## src/rtl/square_draw_ctrl.sv

```systemverilog
// Control FSM for the square-drawing datapath: loads X, loads Y, then walks
// every pixel of a SIDE x SIDE square in raster order, pulsing plot per pixel.
module square_draw_ctrl #(
  parameter int SIDE = 4,
  parameter int CW   = 2
) (
  input  logic       clk,
  input  logic       reset,
  input  logic       ld_x,
  input  logic       go,
  output logic       ld_rxin,
  output logic       ld_ryin,
  output logic       ld_rxout,
  output logic       ld_ryout,
  output logic       selxy,
  output logic [2:0] inc,
  output logic       plot,
  output logic       busy,
  output logic       done
);

  localparam logic [3:0] S_IDLE      = 4'd0;
  localparam logic [3:0] S_LOAD_X    = 4'd1;
  localparam logic [3:0] S_WAIT_X    = 4'd2;
  localparam logic [3:0] S_LOAD_Y    = 4'd3;
  localparam logic [3:0] S_CALC_X    = 4'd4;
  localparam logic [3:0] S_CALC_Y    = 4'd5;
  localparam logic [3:0] S_PLOT      = 4'd6;
  localparam logic [3:0] S_DONE      = 4'd7;
  localparam logic [3:0] S_DONE_HOLD = 4'd8;

  localparam logic [2*CW-1:0] LAST_CNT = (2*CW)'(SIDE * SIDE - 1);

  logic [3:0]      state_reg, state_next;
  logic [2*CW-1:0] cnt_reg, cnt_next;

  always_ff @(posedge clk or posedge reset) begin
    if (reset) begin
      state_reg <= S_IDLE;
      cnt_reg   <= '0;
    end else begin
      state_reg <= state_next;
      cnt_reg   <= cnt_next;
    end
  end

  always_comb begin
    state_next = state_reg;
    cnt_next   = cnt_reg;
    case (state_reg)
      S_IDLE: begin
        if (ld_x)    state_next = S_LOAD_X;
        else if (go) state_next = S_LOAD_Y;
      end
      S_LOAD_X: state_next = S_WAIT_X;
      S_WAIT_X: if (!ld_x) state_next = S_IDLE;
      S_LOAD_Y: begin
        cnt_next   = '0;
        state_next = S_CALC_X;
      end
      S_CALC_X: state_next = S_CALC_Y;
      S_CALC_Y: state_next = S_PLOT;
      S_PLOT: begin
        if (cnt_reg == LAST_CNT) begin
          state_next = S_DONE;
        end else begin
          cnt_next   = cnt_reg + 1'b1;
          state_next = S_CALC_X;
        end
      end
      // DONE lasts exactly one cycle so the done pulse is state-decoded;
      // DONE_HOLD absorbs a go that is still held down.
      S_DONE:      state_next = go ? S_DONE_HOLD : S_IDLE;
      S_DONE_HOLD: if (!go) state_next = S_IDLE;
      default:     state_next = S_IDLE;
    endcase
  end

  always_comb begin
    ld_rxin  = 1'b0;
    ld_ryin  = 1'b0;
    ld_rxout = 1'b0;
    ld_ryout = 1'b0;
    selxy    = 1'b0;
    inc      = 3'd0;
    plot     = 1'b0;
    busy     = 1'b0;
    done     = 1'b0;
    case (state_reg)
      S_LOAD_X: ld_rxin = 1'b1;
      S_LOAD_Y: begin
        ld_ryin = 1'b1;
        busy    = 1'b1;
      end
      S_CALC_X: begin
        ld_rxout     = 1'b1;
        inc[CW-1:0]  = cnt_reg[CW-1:0];
        busy         = 1'b1;
      end
      S_CALC_Y: begin
        ld_ryout     = 1'b1;
        selxy        = 1'b1;
        inc[CW-1:0]  = cnt_reg[2*CW-1:CW];
        busy         = 1'b1;
      end
      S_PLOT: begin
        plot = 1'b1;
        busy = 1'b1;
      end
      S_DONE: begin
        done = 1'b1;
        busy = 1'b1;
      end
      S_DONE_HOLD: busy = 1'b1;
      default: ;
    endcase
  end

endmodule

```

## config.mk

```make
export PLATFORM = sky130hd
export DESIGN_NAME = square_draw_ctrl
export DESIGN_NICKNAME = d
export VERILOG_FILES = /design/src/rtl/square_draw_ctrl.sv
export SDC_FILE = /design/constraint.sdc
export NUM_CORES = 1
export LEC_CHECK = 0
export CORE_UTILIZATION = 30
export CTS_BUF_LIST = sky130_fd_sc_hd__clkbuf_16
export DETAILED_ROUTE_END_ITERATION = 8
export PLACE_DENSITY_LB_ADDON = 0.05
export SLEW_MARGIN = 20
export SYNTH_ARGS = -nofsm -noshare
export SYNTH_HDL_FRONTEND = slang
export SYNTH_SLANG_ARGS = --single-unit
```

## constraint.sdc

```tcl
create_clock -name clk -period 2 [get_ports clk]
set_input_delay 0.3 -clock clk [delete_from_list [all_inputs] [get_ports clk]]
set_output_delay 0.3 -clock clk [all_outputs]
set_load 0.1 [all_outputs]
```

==> results of run 1 <==
-- cell type report --
type	instances	area [sq um]
Clock buffer	3	75.1
Fill cell	164	838
Inverter	3	11.3
Multi-Input combinational cell	45	318
Sequential cell	8	200
Tap cell	25	31.3
Timing Repair Buffer	16	253
-- metal layers --
| metal | wire length (microns) | GRT usage |
|---|---|---|
| met5 | 0 | 0 |
| met4 | 14 | 0.0364 |
| met3 | 22 | 0.0240 |
| met2 | 452 | 0.165 |
| met1 | 580 | 0.169 |
-- cells by family (layout without fill, tap and decap cells) --
group,after synthesis,count (layout)
other,1,1
flip-flops,8,8
multiplexers,4,4
AND/OR/NAND/NOR,29,29
adder cells (fa/ha/maj),1,1
buffers and inverters,9,22
XOR/XNOR,1,1
AO/OA/AOI/OAI,9,9
-- through the flow --
stage | setup TNS (ns) | hold WS (ns) | area, sq um | setup WS (ns) | utilization
floorplan | -1.83 | 0.116 | 571 | -0.314 | -
global placement | 0 | 0.512 | 813 | 0.350 | 0.471
detailed placement | 0 | 0.517 | 813 | 0.329 | 0.471
CTS | 0 | 0.327 | 888 | 0.0854 | 0.514
global route | 0 | 0.357 | 888 | 0.0412 | 0.514
finish | 0 | 0.318 | 888 | 0.0891 | 0.514
-- cells in the final DEF, fill, tap and decap left out, types with 2 or more instances in the layout --
cell,instances
mux2i_1,4
clkbuf_16,3
nor3_1,3
and3_1,2
buf_4,3
nand2b_1,2
nor2_1,3
nand2_1,6
buf_12,10
nand3_1,2
nor3_2,4
clkdlybuf4s50_1,3
dfrtp_1,8
inv_1,3
a21oi_1,4
-- worst paths after layout --
| check | endpoint | cells after the start | slack [ns] | from |
|---|---|---|---|---|
| worst max-delay path | busy | 3 | 0.09 | state_reg[2] |
| worst min-delay path | cnt_reg[2] | 2 | 0.32 | reset |
| worst max register to register | cnt_reg[1] | 4 | 0.61 | state_reg[0] |
| worst min register to register | cnt_reg[3] | 1 | 0.52 | cnt_reg[3] |
| max in group asynchronous | state_reg[0] | 2 | 1.45 | reset |
| min in group clk | cnt_reg[3] | 1 | 0.52 | cnt_reg[3] |
==> out/metrics.cfg, run 1 <==
[synthesis]
ys.flop_type = dfrtp_1
synth_fa_ha_area_frac = 0.0228
synth.area.mux_share = 0.0731
synth_area_per_cell_sq_um = 8.84
synth_cell_type_count = 27
synth_top_family_by_area = simple AND/OR/NAND/NOR gates
synth.most_common_cell = dfrtp_1
synth_warnings = 0
synth-xor-area-share = 0.0160
synth_common_cells = 8 x dfrtp_1, 7 x nor3_1, 6 x nand2_1
synth_compound_area_frac = 0.110
synth_top_area_frac = 0.365
synth_edf_count = 0
synth.cell_area_sq_um = 548
synth-seq-cells = 8
synth.top_cells.by_area = dfrtp_1 37%, mux2i_1 7.3%, nor3_1 6.4%
yosysTopAreaCell = dfrtp_1
synth_simple_gate_area_frac = 0.311
netlist_instances = 62
ys_async_sr_fraction = 1.00
synth_seq_area_share = 0.365
syn_nets = 67

[critical_path]
start_kind = flip-flop
cp_top_family = simple AND/OR/NAND/NOR gates
cp.arrival_ns = 1.61
worst-path-max-fanout = 10
critPathMaxStageDelay_ns = 0.53
crit_chain = or4b_4 -> o21ai_1 -> buf_12
cp_slowest_cell = or4b_4
path_class = reg -> out
crit_buf_inv = 1
required_ns = 1.70
worstSetupEndpointType = primary output

[job]
max-cap-violations = 0

[route]
drtIter0Drc = 2
final_antenna_net_count = 0
firstDrtPassIters = 4
drcViolationCount = 0
wirelength_microns = 1070
routedWlPerCell_microns = 10.7
num_vias = 478
routed_via_density = 4.78

[cts]
cts_max_level = 1
clock-root-buffer = clkbuf_16
worstSkewPairLatency_ns = 0.23
cts_tree = built
cts_buffer_depth = 2
ctsHoldBuffers = 0
cts_inserted_buffers = 3
clkSlewWorstSetupHoldPaths_ns = 0.03
cts_num_sinks = 8
cts_resized = 0
cts_setup_buffers = 0

[timing]
final_hold_viol_count = 0
max_freq_mhz = 523
drv_slew = 0
fin_crit_ns = 1.91
setup_viol = 0
fin_crit_sh = 0.955
fin_skew_ns = 0.000514
rsz0062_at_grt = false

[layout]
nets = 82
layout.cells.non_filler = 100
drive_gt1_frac = 0.320
diodes = 0
syn_to_final_growth_pct = 62.1

[place]
gp_congestion = 0.730
placed_cells = 97
portBuffers = 13
hpwl_microns = 834

[floorplan]
start_util = 0.317
die_area_sq_mm = 0.00200
rows = 15
core_sq_mm = 0.00173
pin_count = 15
die_h_microns = 44.7
die_w_microns = 44.7

[outcome]
run_status = finished, final reports clean

[worst_hold_path]
hold_class = in -> async

[global_route]
grt_pass1_wl_microns = 1680
grtUsageTotal = 0.114
grt_pass1_vias = 384
gr-total-overflow = 0
grt_max_degree = 12
antenna_found_initial = 0

Power of run 1 is not shown: default switching activity piles up to over one toggle a cycle in this logic, so the estimate is an artifact.
==> run 2: changes to the inputs <==
DONT_BUFFER_PORTS = 1   (was default)
==> run 2 against run 1 <==
Critical path depth unchanged. Global-route usage increased by 0.86 points. Clock skew about the same. Count of clock-buffer cells in the layout unchanged. Cell count decreased by 4.0%. Non-clock buffer count decreased by 4. Final area decreased by 4.1%. Setup slack improved by 0.010 ns. Via count decreased by 7.1%. First-iteration DRC count increased by 50%. Critical path type unchanged. Highest routed layer unchanged.
==> out/metrics.cfg, run 2 (synthesis gave the netlist of run 1 again) <==
[outcome]
run_status = finished, final reports clean

[critical_path]
crit_buf_inv = 1  ; unchanged
worstSetupEndpoint = busy
r2r-end = cnt_reg[1]
cp_top_family = simple AND/OR/NAND/NOR gates
worst-path-max-fanout = 12  ; +2
path_depth = 3  ; unchanged
path_class = reg -> out
rr_startpoint = state_reg[0]
crit_chain = or4b_4 -> o21ai_2 -> buf_12
startpoint = state_reg[1]
cp_slowest_cell = or4b_4
start_kind = flip-flop
cp.arrival_ns = 1.60  ; about the same
worst-r2r-setup-slack_ns = 0.59  ; -0.02 ns
reg2reg_depth = 4  ; unchanged
worstSetupEndpointType = primary output
required_ns = 1.70  ; about the same
critPathMaxStageDelay_ns = 0.58  ; +0.05 ns

[global_route]
grt_max_degree = 13  ; +1
antenna_found_initial = 0  ; unchanged
grt_pass1_vias = 392  ; +2.1%
grt_pass1_wl_microns = 1700  ; +0.83%
grtUsageTotal = 0.122  ; +0.00864
gr-total-overflow = 0  ; unchanged

[route]
drcViolationCount = 0  ; unchanged
num_vias = 444  ; -7.1%
routedWlPerCell_microns = 10.5  ; -1.9%
routed_via_density = 4.63  ; -3.2%
firstDrtPassIters = 3  ; -1
drtIter0Drc = 3  ; +1
final_antenna_net_count = 0  ; unchanged
wirelength_microns = 1010  ; -5.8%

[cts]
clock-root-buffer = clkbuf_16
cts_buffer_depth = 2  ; unchanged
cts_setup_buffers = 0  ; unchanged
worstSkewPairLatency_ns = 0.23  ; about the same
clkSlewWorstSetupHoldPaths_ns = 0.03  ; about the same
cts_num_sinks = 8  ; unchanged
cts_inserted_buffers = 3  ; unchanged
cts_tree = built
cts_max_level = 1  ; unchanged
cts_resized = 0  ; unchanged
ctsHoldBuffers = 1  ; +1

[layout]
syn_to_final_growth_pct = 55.5
diodes = 0  ; unchanged
nets = 78  ; -4.9%
layout_commonest_cell = dfrtp_1
final_cell_mix = 8 x dfrtp_1, 7 x buf_12, 6 x nand2_1
drive_gt1_frac = 0.338  ; +0.0180

[timing]
drv_slew = 0  ; unchanged
fin_skew_ns = 0.000168  ; -0.000346 ns
fin_crit_ns = 1.90  ; -0.0102 ns
setup-tns-final_ns = 0  ; unchanged
setup_viol = 0  ; unchanged
fin_crit_sh = 0.950  ; -0.00508
final_hold_viol_count = 0  ; unchanged
holdWs_ns = 0.210  ; -0.108 ns
rsz0062_at_grt = false
max_freq_mhz = 526  ; +0.53%

[floorplan]
rows = 15  ; unchanged
die_area_sq_mm = 0.00200  ; unchanged
pin_count = 15  ; unchanged
core_sq_mm = 0.00173  ; unchanged
die_h_microns = 44.7  ; unchanged
start_util = 0.317  ; unchanged
die_w_microns = 44.7  ; unchanged

[place]
portBuffers = 0  ; -13
hpwl_microns = 791  ; -5.1%
gp_congestion = 0.714  ; -2.2%

[worst_hold_path]
hold_class = in -> reg

[job]
max-cap-violations = 0  ; unchanged

-- run 2: changes by cell type in the layout (fill, tap and decap cells not counted), moves of 3 or more --
cell             delta
clkdlybuf4s50_1     -3
nor3_2              -4
buf_12              -3
nor3_4              +4
-- run 2: worst min path at each step --
stage                     start            to  slack (ns)  depth (start not counted)
final                        go  state_reg[3]        0.21                          1
after floorplan           reset    cnt_reg[0]        0.12                          1
after CTS                    go  state_reg[3]        0.21                          1
after global routing         go  state_reg[3]        0.22                          1
after detailed placement  reset    cnt_reg[2]        0.15                          1
after global placement    reset    cnt_reg[2]        0.15                          1
-- run 2: layout make-up --
cell class | instances | area, sq um
tap | 25 | 31.3
sequential | 8 | 200
timing repair buffer | 12 | 180
fill | 167 | 875
inverter | 3 | 11.3
clock buffer | 3 | 75.1
multi-input combinational | 45 | 354
-- run 2: metrics by stage --
step | area, sq um | worst slack, ns | util | std cells
2_1_floorplan | 571 | -0.314 | - | 62
3_3_place_gp | 767 | 0.358 | 0.444 | 92
5_1_grt | 852 | 0.0201 | 0.493 | 96
6_report | 852 | 0.0993 | 0.493 | 96
3_5_place_dp | 767 | 0.337 | 0.444 | 92
4_1_cts | 852 | 0.0883 | 0.493 | 96
-- run 2: routing by layer --
layer | global-route usage | vias up | part of all wire
met1 | 0.162 | 201 | 0.49
met3 | 0.0360 | 2 | 0.015
li1 | - | 235 | -
met5 | 0 | - | 0
met4 | 0.109 | 0 | 0.0099
met2 | 0.159 | 6 | 0.49
-- run 2: worst register-to-register path, cell delays in order (launching register included) --
cell and delay (ns):
dfrtp_1 0.44, buf_4 0.20, and4bb_2 0.35, nand2_1 0.10, a31o_1 0.22
Power of run 2 is left out for the same reason.
